<file path="src/rtl/div_pkg.sv">
// div_pkg: shared definitions for the multicycle divider.
//   div_state_e : FSM encoding (IDLE, BUSY, DONE)
//   DIV_WIDTH   : default operand/result width
//   DIV0_QUO    : quotient produced by a divide by zero (all ones)
package div_pkg;

    localparam int DIV_WIDTH = 32;

    typedef enum logic [1:0] {
        S_IDLE = 2'd0,
        S_BUSY = 2'd1,
        S_DONE = 2'd2
    } div_state_e;

    // A restoring divider with a zero divisor subtracts nothing, so every
    // quotient bit is set and the remainder is the dividend itself.
    localparam logic [DIV_WIDTH-1:0] DIV0_QUO = '1;

endpackage

</file>
<file path="src/rtl/div_if.sv">
// div_if: execute-stage request/response bundle for the divider.
//   master (execute stage / hazard unit side):
//     drives div_startE, signedE, srcaE, srcbE, cancelE
//     reads  stall_divE, div_readyE, hi_div, lo_div
//   slave (div_unit): the mirror image.
//
// Handshake: div_startE is held by the pipeline while the DIV/DIVU sits in E.
// The divider accepts it only in IDLE and answers with stall_divE until the
// result exists; div_readyE is a one-cycle pulse during which hi_div/lo_div
// are valid and the instruction leaves E. cancelE aborts any accepted request
// and blocks acceptance of a new one in the same cycle.
import div_pkg::*;

interface div_if #(parameter int WIDTH = DIV_WIDTH);
    logic             div_startE;
    logic             signedE;
    logic [WIDTH-1:0] srcaE;
    logic [WIDTH-1:0] srcbE;
    logic             cancelE;
    logic             stall_divE;
    logic             div_readyE;
    logic [WIDTH-1:0] hi_div;
    logic [WIDTH-1:0] lo_div;

    modport master (
        output div_startE, signedE, srcaE, srcbE, cancelE,
        input  stall_divE, div_readyE, hi_div, lo_div
    );

    modport slave (
        input  div_startE, signedE, srcaE, srcbE, cancelE,
        output stall_divE, div_readyE, hi_div, lo_div
    );
endinterface

</file>
<file path="src/rtl/div_step.sv">
// div_step: one combinational radix-2 restoring division iteration.
//   rem, quo    in  current partial remainder / quotient-dividend register
//   divisor     in  divisor magnitude
//   rem_next    out remainder after this iteration
//   quo_next    out quotient register after this iteration (new bit in LSB)
import div_pkg::*;

module div_step #(
    parameter int WIDTH = DIV_WIDTH
) (
    input  logic [WIDTH-1:0] rem,
    input  logic [WIDTH-1:0] quo,
    input  logic [WIDTH-1:0] divisor,
    output logic [WIDTH-1:0] rem_next,
    output logic [WIDTH-1:0] quo_next
);
    logic [WIDTH:0] shifted;
    logic [WIDTH:0] diff;
    logic           fits;

    // Shifting {rem,quo} left brings the next dividend bit into rem. The
    // extra top bit keeps 2*rem+1 exact when rem is close to 2^WIDTH.
    assign shifted  = {rem, quo[WIDTH-1]};
    assign diff     = shifted - {1'b0, divisor};
    assign fits     = ~diff[WIDTH];
    assign rem_next = fits ? diff[WIDTH-1:0] : shifted[WIDTH-1:0];
    assign quo_next = {quo[WIDTH-2:0], fits};
endmodule

</file>
<file path="src/rtl/div_unit.sv">
// div_unit: multicycle DIV/DIVU unit in the execute stage.
//   clk, rst   pipeline clock, synchronous active-high reset
//   bus        div_if.slave: start/sign/operands/cancel in,
//              stall_divE, div_readyE, hi_div (remainder), lo_div (quotient) out
//   dbg_state  current FSM state
// A start in cycle 0 stalls cycles 0..WIDTH and pulses div_readyE in cycle
// WIDTH+1. Signed operands are divided as magnitudes and fixed up at the end.
import div_pkg::*;

module div_unit #(
    parameter int WIDTH = DIV_WIDTH
) (
    input  logic       clk,
    input  logic       rst,
    div_if.slave       bus,
    output div_state_e dbg_state
);
    localparam int            CW   = $clog2(WIDTH) + 1;
    localparam logic [CW-1:0] LAST = CW'(WIDTH - 1);

    div_state_e       state;
    logic [CW-1:0]    cnt;
    logic [WIDTH-1:0] rem, quo, divisor;
    logic [WIDTH-1:0] rem_nx, quo_nx;
    logic [WIDTH-1:0] abs_a, abs_b;
    logic [WIDTH-1:0] hi_q, lo_q;
    logic             qsign, rsign, div0, ready_q;
    logic             start;

    // Cancel wins over start, so a flushed instruction never begins.
    assign start = (state == S_IDLE) && bus.div_startE && !bus.cancelE;

    // The most negative value keeps its bit pattern, which is its correct
    // magnitude when read as unsigned.
    assign abs_a = (bus.signedE && bus.srcaE[WIDTH-1]) ? -bus.srcaE : bus.srcaE;
    assign abs_b = (bus.signedE && bus.srcbE[WIDTH-1]) ? -bus.srcbE : bus.srcbE;

    div_step #(.WIDTH(WIDTH)) u_step (
        .rem      (rem),
        .quo      (quo),
        .divisor  (divisor),
        .rem_next (rem_nx),
        .quo_next (quo_nx)
    );

    always_ff @(posedge clk) begin
        if (rst) begin
            state   <= S_IDLE;
            cnt     <= '0;
            rem     <= '0;
            quo     <= '0;
            divisor <= '0;
            qsign   <= 1'b0;
            rsign   <= 1'b0;
            div0    <= 1'b0;
            ready_q <= 1'b0;
            hi_q    <= '0;
            lo_q    <= '0;
        end else begin
            ready_q <= 1'b0;
            case (state)
                S_IDLE: begin
                    if (start) begin
                        state   <= S_BUSY;
                        cnt     <= '0;
                        rem     <= '0;
                        quo     <= abs_a;
                        divisor <= abs_b;
                        qsign   <= bus.signedE & (bus.srcaE[WIDTH-1] ^ bus.srcbE[WIDTH-1]);
                        rsign   <= bus.signedE & bus.srcaE[WIDTH-1];
                        div0    <= ~|bus.srcbE;
                    end
                end
                S_BUSY: begin
                    if (bus.cancelE) begin
                        state <= S_IDLE;
                    end else begin
                        rem <= rem_nx;
                        quo <= quo_nx;
                        cnt <= cnt + 1'b1;
                        if (cnt == LAST) begin
                            state   <= S_DONE;
                            ready_q <= 1'b1;
                            // A zero divisor keeps the raw all-ones quotient;
                            // the remainder fix-up restores the signed dividend.
                            lo_q    <= div0  ? DIV0_QUO[WIDTH-1:0]
                                     : qsign ? -quo_nx : quo_nx;
                            hi_q    <= rsign ? -rem_nx : rem_nx;
                        end
                    end
                end
                S_DONE: begin
                    // Leave unconditionally so a still-high start cannot
                    // retrigger the instruction that just completed.
                    state <= S_IDLE;
                end
                default: begin
                    state <= S_IDLE;
                end
            endcase
        end
    end

    assign bus.stall_divE = (state == S_BUSY) || start;
    assign bus.div_readyE = ready_q && !bus.cancelE;
    assign bus.hi_div     = hi_q;
    assign bus.lo_div     = lo_q;
    assign dbg_state      = state;
endmodule

</file>
<file path="src/flat_wrapper.sv">
// flat-port wrapper written by rule: the top's interface ports become plain ports
module div_unit_flat 
#(
    parameter int WIDTH = DIV_WIDTH
)
  (clk, rst, dbg_state, bus_div_startE, bus_signedE, bus_srcaE, bus_srcbE, bus_cancelE, bus_stall_divE, bus_div_readyE, bus_hi_div, bus_lo_div);
  div_if #(.WIDTH(WIDTH)) bus_i ();
  input  logic clk;
  input  logic rst;
  output div_state_e dbg_state;
  input wire logic [$bits(bus_i.div_startE)-1:0] bus_div_startE;
  input wire logic [$bits(bus_i.signedE)-1:0] bus_signedE;
  input wire logic [$bits(bus_i.srcaE)-1:0] bus_srcaE;
  input wire logic [$bits(bus_i.srcbE)-1:0] bus_srcbE;
  input wire logic [$bits(bus_i.cancelE)-1:0] bus_cancelE;
  output wire logic [$bits(bus_i.stall_divE)-1:0] bus_stall_divE;
  output wire logic [$bits(bus_i.div_readyE)-1:0] bus_div_readyE;
  output wire logic [$bits(bus_i.hi_div)-1:0] bus_hi_div;
  output wire logic [$bits(bus_i.lo_div)-1:0] bus_lo_div;
  assign bus_i.div_startE = bus_div_startE;
  assign bus_i.signedE = bus_signedE;
  assign bus_i.srcaE = bus_srcaE;
  assign bus_i.srcbE = bus_srcbE;
  assign bus_i.cancelE = bus_cancelE;
  assign bus_stall_divE = bus_i.stall_divE;
  assign bus_div_readyE = bus_i.div_readyE;
  assign bus_hi_div = bus_i.hi_div;
  assign bus_lo_div = bus_i.lo_div;
  div_unit #(.WIDTH(WIDTH)) u_core (.clk(clk), .rst(rst), .bus(bus_i), .dbg_state(dbg_state));
endmodule
</file>
<file path="config.mk">
export PLATFORM = sky130hd
export DESIGN_NAME = div_unit_flat
export DESIGN_NICKNAME = d
export VERILOG_FILES = /design/src/rtl/div_pkg.sv /design/src/rtl/div_if.sv /design/src/rtl/div_step.sv /design/src/rtl/div_unit.sv /design/src/flat_wrapper.sv
export SDC_FILE = /design/constraint.sdc
export NUM_CORES = 1
export LEC_CHECK = 0
export ABC_AREA = 1
export CORE_MARGIN = 5
export CORE_UTILIZATION = 58
export DETAILED_ROUTE_END_ITERATION = 6
export GPL_TIMING_DRIVEN = 0
export PLACE_DENSITY = 0.86
export RECOVER_POWER = 50
export SYNTH_ARGS = -nofsm -noshare
export SYNTH_HDL_FRONTEND = slang
export SYNTH_SLANG_ARGS = --single-unit
</file>
<file path="constraint.sdc">
create_clock -name clk -period 4.9 [get_ports clk]
set_clock_uncertainty 0.05 [all_clocks]
set_input_delay 1.225 -clock clk [delete_from_list [all_inputs] [get_ports clk]]
set_output_delay 1.225 -clock clk [all_outputs]
set_load 0.01 [all_outputs]
</file>
==> metrics.txt <==
status finished, final reports clean; Post-Syn Area 0.01275 mm^2; worst path cell trace dlygate4sd3_1 -> inv_1 -> nand4_1 -> clkbuf_1 -> nand2_1 -> clkdlybuf4s50_1; cts hold-fix bufs 0; post-route clock period utilization 0.9543; setup slack after layout 0.2238 ns; Placement Cell Area 0.01446 mm^2; dominant synthesized flop cell dfxtp_1; Synth top cells by count nand2_1, inv_1, nor2_1; Final min period 4.676 ns; net count after synthesis 2242; critical path's top delay family buffers and inverters; maximum vdd drop 0.2220 mV; Root Driver clkbuf_16; via count 14.84k; post-route total power 3.911 mW; core area 0.02176 mm^2; GR Util All Layers 0.3714; dpl hpwl 37440 um; row count 54; Crit path buffers/inverters 4; crit path kind input port to output port; area leader, netlist dfxtp_1; nets 2396; Worst Max-Slew Pin Slew 0.7651 ns; CP max stage cell dlygate4sd3_1; CTS tree yes; Post-Route WL 46700 um; die height 158.3 um; mean post-synth cell area 5.974 um^2; share of cells above drive strength 1 0.04127; htree depth 4; Post-synth ARST share 0; final setup fails 0; vias in the first global route 13.80k; pwr dens 258.7 mW/mm^2; DR WL/cell 18.09 um; clk_lat worst skew 0.46 ns; Die X 158.3 um; Remaining DRCs 0; Setup crit end kind output port; Distinct cells, synth 53; Syn Inst Count 2135; TritonCTS buffer count 17; RSZ-0062 raised after global routing no; ANT nets after route 0; Worst Path Arrival 3.40 ns; Syn. warnings 0; Worst path max stage delay 0.60 ns; Final Hold Violating Endpoints 0; die area 0.02506 mm^2; crit-path max FO 10; first-pass GRT wire length 72710 um; Layout area overhead 18.53%; Inserted Diodes 0; Area contributors post-synth dfxtp_1, nand2_1, inv_1; Resized cells post-CTS 0; Seq/Total Area, Yosys 0.2700; LEAKAGE 7.806 nW; Final Max Slew Viols 0; Peak Freq 213.9 MHz; initial drt markers 1697; First-pass DRT Iterations 6; vias per inst 5.746; Clock Sinks 172; Critical Path Source Type input port; gpl congestion 1.034; Post-Place Setup Slack 0.2154 ns; GR Overflow Total 0; Worst EP required 3.62 ns; top-area cell type share of the netlist area 0.2700; relative slew slack 0.4899; fin area 0.01512 mm^2; clk buf depth 2; setup_tns 0 ns; Max-Cap Viols 0; starting density of the core 0.5863; I/O pin total 137; number of synthesized register bits 172; worst hold path type flip-flop to flip-flop; Port Buf Inserts 135; CTS clock-pin slew for the worst setup and hold paths 0.07 ns; Post-synth EDFFs 0; Post-CTS Setup Bufs 0; largest net degree at the start of global routing 23; most numerous cell in the Yosys netlist nand2_1; initial antenna violation count 1
sequential cells by signal (all words and copies together) (netlist names):
name / flops
u_core.quo: 32
u_core.qsign: 1
u_core.div0: 1
u_core.dbg_state: 2
u_core.bus.lo_div: 32
u_core.rsign: 1
u_core.cnt: 6
u_core.ready_q: 1
u_core.rem: 32
u_core.divisor: 32
u_core.bus.hi_div: 32
final timing paths:
| path | start | to | slack [ns] | depth (start not counted) |
|---|---|---|---|---|
| worst max-delay path | bus_cancelE | bus_stall_divE | 0.22 | 6 |
| worst min register to register | u_core.rem[28] | u_core.rem[28] | 0.45 | 2 |
| worst max register to register | u_core.divisor[23] | u_core.bus.lo_div[30] | 0.33 | 24 |
| worst min-delay path | u_core.rem[28] | u_core.rem[28] | 0.45 | 2 |
area by class of cell:
type	instances	area, um^2
plain buffers	75	336.6
fillers	1961	6638
clock inverters	15	225.2
repair buffers	135	1351
multi-input cells	1555	7736
clock buffers	17	425.4
inverters	333	1250
flip-flops and latches	172	3443
well taps	280	350.3
worst register-to-register path: cells and delay by family (launching register included):
family | cells | cell delay, ns
AO/OA/AOI/OAI | 6 | 1.18
flip-flops | 1 | 0.35
buffers and inverters | 7 | 0.75
AND/OR/NAND/NOR | 8 | 1.37
XOR/XNOR | 1 | 0.17
adder cells (fa/ha/maj) | 2 | 0.63
report_power, final:
part	switching [mW]	internal, mW
clock network	0.753	0.720
registers	0.0338	1.43
logic	0.656	0.315
total	1.44	2.47
routing by layer:
layer / part of all wire / up-vias / GRT usage
li1: - / 7134 / -
met1: 0.40 / 6740 / 0.4707
met2: 0.45 / 800 / 0.6075
met3: 0.093 / 161 / 0.07910
met4: 0.050 / 2 / 0.1698
met5: 0.00043 / - / 0
through the flow:
stage | utilization | hold slack [ns] | cells
finish | 0.6949 | 0.4499 | 2582
floorplan | - | 0.4038 | 2135
global placement | 0.6645 | 0.4212 | 2550
detailed placement | 0.6645 | 0.4287 | 2550
CTS | 0.6944 | 0.4531 | 2582
global route | 0.6949 | 0.4720 | 2582
cells by family (layout without fill, tap and decap cells):
kind of cell             after synthesis  count (layout)  share of synthesized area
AND/OR/NAND/NOR                     1086            1086                     0.3577
buffers and inverters                408             575                     0.1244
AO/OA/AOI/OAI                        362             362                     0.1627
flip-flops                           172             172                     0.2700
XOR/XNOR                              69              69                    0.04738
adder cells (fa/ha/maj)               38              38                    0.03787
placed cells by master, fill, tap and decap left out, types with 13 or more instances in the layout:
| cell type | n |
|---|---|
| nand3b_1 | 13 |
| clkbuf_16 | 17 |
| o221ai_1 | 24 |
| nor3_1 | 29 |
| a31oi_1 | 30 |
| xnor2_1 | 26 |
| nor2_1 | 186 |
| o21ai_0 | 115 |
| ha_1 | 37 |
| inv_1 | 325 |
| nand2_2 | 15 |
| clkbuf_1 | 57 |
| nand3_1 | 113 |
| nand4_1 | 25 |
| a21oi_1 | 134 |
| dlygate4sd3_1 | 70 |
| dfxtp_1 | 172 |
| xor2_1 | 43 |
| clkdlybuf4s50_1 | 65 |
| nand2_1 | 666 |
Power figures use the tool's default switching activity.
